`src/rtl/mem_bus_arbiter_if.sv`:
```
// Bundles the fetch, load/store and downstream memory signals of the
// memory bus arbiter. The master view belongs to the arbiter; the slave
// view belongs to the requesters and the memory around it.
interface mem_bus_arbiter_if;
  logic        i_valid;
  logic        i_ready;
  logic [31:0] i_addr;
  logic [31:0] i_rdata;

  logic        d_valid;
  logic        d_ready;
  logic [31:0] d_addr;
  logic [31:0] d_wdata;
  logic [3:0]  d_wstrb;
  logic [31:0] d_rdata;

  logic        mem_valid;
  logic        mem_ready;
  logic [31:0] mem_addr;
  logic [31:0] mem_wdata;
  logic [3:0]  mem_wstrb;
  logic [31:0] mem_rdata;

  logic        bus_error;

  modport master (
    input  i_valid, i_addr,
    output i_ready, i_rdata,
    input  d_valid, d_addr, d_wdata, d_wstrb,
    output d_ready, d_rdata,
    output mem_valid, mem_addr, mem_wdata, mem_wstrb,
    input  mem_ready, mem_rdata,
    output bus_error
  );

  modport slave (
    output i_valid, i_addr,
    input  i_ready, i_rdata,
    output d_valid, d_addr, d_wdata, d_wstrb,
    input  d_ready, d_rdata,
    input  mem_valid, mem_addr, mem_wdata, mem_wstrb,
    output mem_ready, mem_rdata,
    input  bus_error
  );
endinterface

```
`src/rtl/mem_bus_arbiter.sv`:
```
// Shares one valid/ready memory port between instruction fetch and the
// load/store unit. A grant is registered and held until the owner's
// transaction completes, aborts, or is terminated by the watchdog.
module mem_bus_arbiter #(
  parameter bit          DATA_PRIORITY = 1'b1,
  parameter int unsigned TIMEOUT       = 1024
) (
  input logic               clk,
  input logic               rstn,
  mem_bus_arbiter_if.master bus
);

  typedef enum logic [1:0] {
    IDLE   = 2'd0,
    BUSY_I = 2'd1,
    BUSY_D = 2'd2
  } state_t;

  localparam logic        GrantI   = 1'b0;
  localparam logic        GrantD   = 1'b1;
  localparam logic        WdEnable = (TIMEOUT != 0);
  localparam logic [15:0] CntLast  = (TIMEOUT == 0) ? 16'd0 : 16'(TIMEOUT - 1);

  state_t      state_q, state_d;
  logic        lastGrant_q, lastGrant_d;
  logic [15:0] cnt_q, cnt_d;
  logic        timeoutHit;

  // Registered state: FSM, last granted port and watchdog counter.
  always_ff @(posedge clk) begin
    if (!rstn) begin
      state_q     <= IDLE;
      lastGrant_q <= GrantD;
      cnt_q       <= 16'd0;
    end else begin
      state_q     <= state_d;
      lastGrant_q <= lastGrant_d;
      cnt_q       <= cnt_d;
    end
  end

  // Watchdog fires on the last allowed BUSY cycle unless memory answers in it.
  always_comb begin
    timeoutHit = WdEnable && (state_q != IDLE) && (cnt_q == CntLast) && !bus.mem_ready;
  end

  // Read data passes straight through; a terminated transaction returns zero.
  always_comb begin
    bus.i_rdata = timeoutHit ? 32'd0 : bus.mem_rdata;
    bus.d_rdata = timeoutHit ? 32'd0 : bus.mem_rdata;
  end

  // Next-state logic, grant decision and downstream/handshake outputs.
  always_comb begin
    state_d       = state_q;
    lastGrant_d   = lastGrant_q;
    cnt_d         = cnt_q;
    bus.mem_valid = 1'b0;
    bus.mem_addr  = 32'd0;
    bus.mem_wdata = 32'd0;
    bus.mem_wstrb = 4'b0000;
    bus.i_ready   = 1'b0;
    bus.d_ready   = 1'b0;
    bus.bus_error = 1'b0;

    case (state_q)
      IDLE: begin
        if (bus.d_valid &&
            (!bus.i_valid || DATA_PRIORITY || (lastGrant_q == GrantI))) begin
          state_d     = BUSY_D;
          lastGrant_d = GrantD;
          cnt_d       = 16'd0;
        end else if (bus.i_valid) begin
          state_d     = BUSY_I;
          lastGrant_d = GrantI;
          cnt_d       = 16'd0;
        end
      end

      BUSY_I: begin
        bus.mem_valid = bus.i_valid;
        bus.mem_addr  = bus.i_addr;
        if (!bus.i_valid) begin
          state_d = IDLE;
        end else if (bus.mem_ready || timeoutHit) begin
          bus.i_ready   = 1'b1;
          bus.bus_error = timeoutHit;
          state_d       = IDLE;
        end else if (cnt_q != 16'hFFFF) begin
          cnt_d = cnt_q + 16'd1;
        end
      end

      BUSY_D: begin
        bus.mem_valid = bus.d_valid;
        bus.mem_addr  = bus.d_addr;
        bus.mem_wdata = bus.d_wdata;
        bus.mem_wstrb = bus.d_wstrb;
        if (!bus.d_valid) begin
          state_d = IDLE;
        end else if (bus.mem_ready || timeoutHit) begin
          bus.d_ready   = 1'b1;
          bus.bus_error = timeoutHit;
          state_d       = IDLE;
        end else if (cnt_q != 16'hFFFF) begin
          cnt_d = cnt_q + 16'd1;
        end
      end

      default: begin
        state_d = IDLE;
      end
    endcase
  end

endmodule
```
`src/flat_wrapper.sv`:
```
// flat-port wrapper written by rule: the top's interface ports become plain ports
module mem_bus_arbiter_flat 
#(
  parameter bit          DATA_PRIORITY = 1'b1,
  parameter int unsigned TIMEOUT       = 1024
)
  (clk, rstn, bus_i_valid, bus_i_addr, bus_i_ready, bus_i_rdata, bus_d_valid, bus_d_addr, bus_d_wdata, bus_d_wstrb, bus_d_ready, bus_d_rdata, bus_mem_valid, bus_mem_addr, bus_mem_wdata, bus_mem_wstrb, bus_mem_ready, bus_mem_rdata, bus_bus_error);
  mem_bus_arbiter_if bus_i ();
  input logic clk;
  input logic rstn;
  input wire logic [$bits(bus_i.i_valid)-1:0] bus_i_valid;
  input wire logic [$bits(bus_i.i_addr)-1:0] bus_i_addr;
  output wire logic [$bits(bus_i.i_ready)-1:0] bus_i_ready;
  output wire logic [$bits(bus_i.i_rdata)-1:0] bus_i_rdata;
  input wire logic [$bits(bus_i.d_valid)-1:0] bus_d_valid;
  input wire logic [$bits(bus_i.d_addr)-1:0] bus_d_addr;
  input wire logic [$bits(bus_i.d_wdata)-1:0] bus_d_wdata;
  input wire logic [$bits(bus_i.d_wstrb)-1:0] bus_d_wstrb;
  output wire logic [$bits(bus_i.d_ready)-1:0] bus_d_ready;
  output wire logic [$bits(bus_i.d_rdata)-1:0] bus_d_rdata;
  output wire logic [$bits(bus_i.mem_valid)-1:0] bus_mem_valid;
  output wire logic [$bits(bus_i.mem_addr)-1:0] bus_mem_addr;
  output wire logic [$bits(bus_i.mem_wdata)-1:0] bus_mem_wdata;
  output wire logic [$bits(bus_i.mem_wstrb)-1:0] bus_mem_wstrb;
  input wire logic [$bits(bus_i.mem_ready)-1:0] bus_mem_ready;
  input wire logic [$bits(bus_i.mem_rdata)-1:0] bus_mem_rdata;
  output wire logic [$bits(bus_i.bus_error)-1:0] bus_bus_error;
  assign bus_i.i_valid = bus_i_valid;
  assign bus_i.i_addr = bus_i_addr;
  assign bus_i_ready = bus_i.i_ready;
  assign bus_i_rdata = bus_i.i_rdata;
  assign bus_i.d_valid = bus_d_valid;
  assign bus_i.d_addr = bus_d_addr;
  assign bus_i.d_wdata = bus_d_wdata;
  assign bus_i.d_wstrb = bus_d_wstrb;
  assign bus_d_ready = bus_i.d_ready;
  assign bus_d_rdata = bus_i.d_rdata;
  assign bus_mem_valid = bus_i.mem_valid;
  assign bus_mem_addr = bus_i.mem_addr;
  assign bus_mem_wdata = bus_i.mem_wdata;
  assign bus_mem_wstrb = bus_i.mem_wstrb;
  assign bus_i.mem_ready = bus_mem_ready;
  assign bus_i.mem_rdata = bus_mem_rdata;
  assign bus_bus_error = bus_i.bus_error;
  mem_bus_arbiter #(.DATA_PRIORITY(DATA_PRIORITY), .TIMEOUT(TIMEOUT)) u_core (.clk(clk), .rstn(rstn), .bus(bus_i));
endmodule
```
`config.mk`:
```
export PLATFORM = sky130hd
export DESIGN_NAME = mem_bus_arbiter_flat
export DESIGN_NICKNAME = d
export VERILOG_FILES = /design/src/rtl/mem_bus_arbiter_if.sv /design/src/rtl/mem_bus_arbiter.sv /design/src/flat_wrapper.sv
export SDC_FILE = /design/constraint.sdc
export NUM_CORES = 1
export LEC_CHECK = 0
export ABC_AREA = 1
export CAP_MARGIN = 25
export CORE_AREA = 2 2 107 109
export CTS_CLUSTER_SIZE = 14
export DETAILED_ROUTE_END_ITERATION = 6
export DIE_AREA = 0 0 109 111
export MAX_ROUTING_LAYER = met4
export PLACE_DENSITY = 0.7
export SETUP_SLACK_MARGIN = 0.2
export SYNTH_ARGS = -nofsm -noshare
export SYNTH_HDL_FRONTEND = slang
export SYNTH_SLANG_ARGS = --single-unit
```
`constraint.sdc`:
```
create_clock -name clk -period 2.36 [get_ports clk]
set_input_delay 0.354 -clock clk [delete_from_list [all_inputs] [get_ports clk]]
set_output_delay 0.354 -clock clk [all_outputs]
set_load 0.005 [all_outputs]
```
==> flow_summary.json <==
{
  "ant_nets": 0,
  "syn_area_per_cell_um2": 5.22,
  "power_leakage_nw": 2.98,
  "post-route-drc-count": 0,
  "syn_area_um2": 2700,
  "ys_types": 27,
  "overflow": 0,
  "yosys.area.top_type_share_pct": 27.6,
  "ios": 273,
  "initial_core_util_pct": 24.4,
  "dpl-instance-area_um2": 5490,
  "max_stage_delay_ns": 0.35,
  "pre_cts_slack_ns": 0.0778,
  "synth_common_cells": "nand2_1 (198), inv_1 (84), a21oi_1 (49), nor2_1 (39), buf_4 (32)",
  "ys_top_cells_by_area": "nand2_1 (28%), dfxtp_1 (13%), inv_1 (12%)",
  "start_kind": "register",
  "drive_gt1_share_pct": 17.6,
  "irDropWorstVdd_v": 0.000301,
  "period_share_pct": 96.3,
  "ys_async_sr_fraction_pct": 0,
  "fin_skew_ns": 0.00384,
  "hold_class": "reg2reg",
  "finish.instance_area_um2": 5760,
  "synth_ff_type": "dfxtp_1",
  "antenna_found_initial": 0,
  "maxCapViolations": 0,
  "htree_levels": 1,
  "worstSetupPathType": "reg2out",
  "drt-pass1-iter-count": 4,
  "cp_slowest_cell": "dfxtp_2",
  "worstPathArrival_ns": 1.92,
  "holdWs_ns": 0.538,
  "cts_made_buffers": 3,
  "cp_max_fo": 8,
  "first_iter_violations": 405,
  "syn_nets": 659,
  "post_drt_wl_per_cell_um": 15.4,
  "fmax_ghz": 0.440,
  "layout_min_cycle_time_ns": 2.27,
  "setup_tns_ns": 0,
  "num_rows": 39,
  "instances_no_fill": 925,
  "hold_buffers": 0,
  "synth_most_common_cell": "nand2_1",
  "grt_pass1_vias": 3876,
  "drt-total-wl_mm": 14.2,
  "powerDensity_nw_per_um2": 288,
  "finalSetupViolCount": 0,
  "vias": 4189,
  "ys_seq_elements": 18,
  "n_antenna_cell": 0,
  "drv_slew": 0,
  "grt_max_degree": 38,
  "cts_max_path_buffers": 2,
  "status": "finished clean",
  "track_usage_pct": 22.2,
  "cts_root_buffer": "clkbuf_16",
  "finalHoldViolCount": 0,
  "grt_setup_unrepaired": "yes",
  "hpwlAfterDp_mm": 10.7,
  "crit_chain": "inv_4, ha_4, inv_2, nand2_2, nor2_2, nand4_1, buf_6, buf_12, buf_6, nand2_2, inv_2, dlygate4sd2_1",
  "die_area_um2": 12100,
  "clk_pin_slew_ns": 0.05,
  "fp.dieH_um": 111,
  "globalplace.congestion": 0.943,
  "area_growth_pct": 113,
  "grt_pass1_wl_mm": 20.9,
  "die_w_um": 109,
  "synth_edf_count": 0,
  "clk_latency_ns": 0.25,
  "cts_sinks": 18,
  "placed_cells": 899,
  "cts_tree": "yes",
  "nets": 926,
  "required_ns": 2.01,
  "fin_ws_ns": 0.0868,
  "timing.slew.headroom_pct": 64.3,
  "syn_inst": 517,
  "routed_via_density": 4.53,
  "io_buffers": 272,
  "ys_warn_count": 0,
  "yosysTopAreaCell": "nand2_1",
  "worstMarginPinSlew_ns": 0.532,
  "core_um2": 11100,
  "cp-end-kind": "output pin",
  "synth-seq-area-share_pct": 13.4
}
-- power by group --
| part | internal (mW) | leakage, nW | switching [mW] |
|---|---|---|---|
| sequential | 0.317 | 0.148 | 0.0107 |
| clock | 0.223 | 0.0370 | 0.115 |
| combinational | 0.543 | 2.80 | 0.447 |
| total | 1.08 | 2.98 | 0.573 |
-- routing by layer --
metal | vias to the layer above | part of all wire, % | global-route usage, %
met5 | - | 0 | -
met4 | 0 | 2.8 | 6.41
met3 | 28 | 9.5 | 5.35
met2 | 167 | 49 | 37.7
met1 | 1915 | 39 | 25.7
li1 | 2079 | - | -
-- registers in the layout (all words and copies together), names as in the netlist --
| signal | cells |
|---|---|
| u_core.cnt_q | 16 |
| u_core.state_q | 2 |
-- worst max-delay path: cells and delay by family, from the launching register on --
kind                       cells  cell delay (ns)
DFF                            1             0.35
adders and majority gates      1             0.16
buffers and inverters          7             0.82
and+or+nand+nor                4             0.34
-- worst paths after layout --
check,depth (start not counted),slack (ns),to,from
hold reg to reg,2,0.54,u_core.cnt_q[9],u_core.cnt_q[9]
setup reg to reg,10,0.34,u_core.cnt_q[4],u_core.state_q[1]
hold / removal,2,0.54,u_core.cnt_q[9],u_core.cnt_q[9]
setup / recovery,12,0.09,bus_i_rdata[23],u_core.state_q[1]
-- metrics by stage --
stage	total power [mW]	utilization, %
after floorplan	0.687	-
after global placement	1.24	49.5
after detailed placement	1.25	49.5
after CTS	1.63	51.9
after global routing	1.75	52.0
final	1.66	52.0
-- kinds of logic after synthesis --
family,after synthesis,share of synthesized area [%]
AOI/OAI and AO/OA,58,11.4
xor gates and xnor gates,4,1.30
adders and majority gates,5,2.32
buffers and inverters,143,25.2
DFF,18,13.4
and+or+nand+nor,289,46.4
-- repair_timing --
item / in CTS / in global routing
pin swaps: 2 / 6
resized for setup: 153 / 104
setup buffers: 12 / 7
cloned: 3 / 1
endpoints found under the setup margin: 136 / 112
-- area by class of cell --
| class | count | area, um2 |
|---|---|---|
| Tap cell | 143 | 179 |
| Multi-Input combinational cell | 357 | 1780 |
| Timing Repair Buffer | 318 | 3030 |
| Sequential cell | 18 | 367 |
| Fill cell | 1089 | 5320 |
| Clock buffer | 3 | 75.1 |
| Inverter | 86 | 328 |
-- placed cells by master, fill, tap and decap left out, drive strengths merged --
master and n:
clkbuf 28, a21oi 49, xor2 3, nor3 2, nand3 32, dfxtp 18
ha 5, nand2 198, nand4 14, dlymetal6s2s 9, buf 60, xnor2 1
inv 85, dlygate4sd2 52, nand3b 1, o21ai 4, clkinv 1, clkdlybuf4s50 168
o21bai 5, clkdlybuf4s15 4, nor2 43
(Power assumes the default switching activity.)
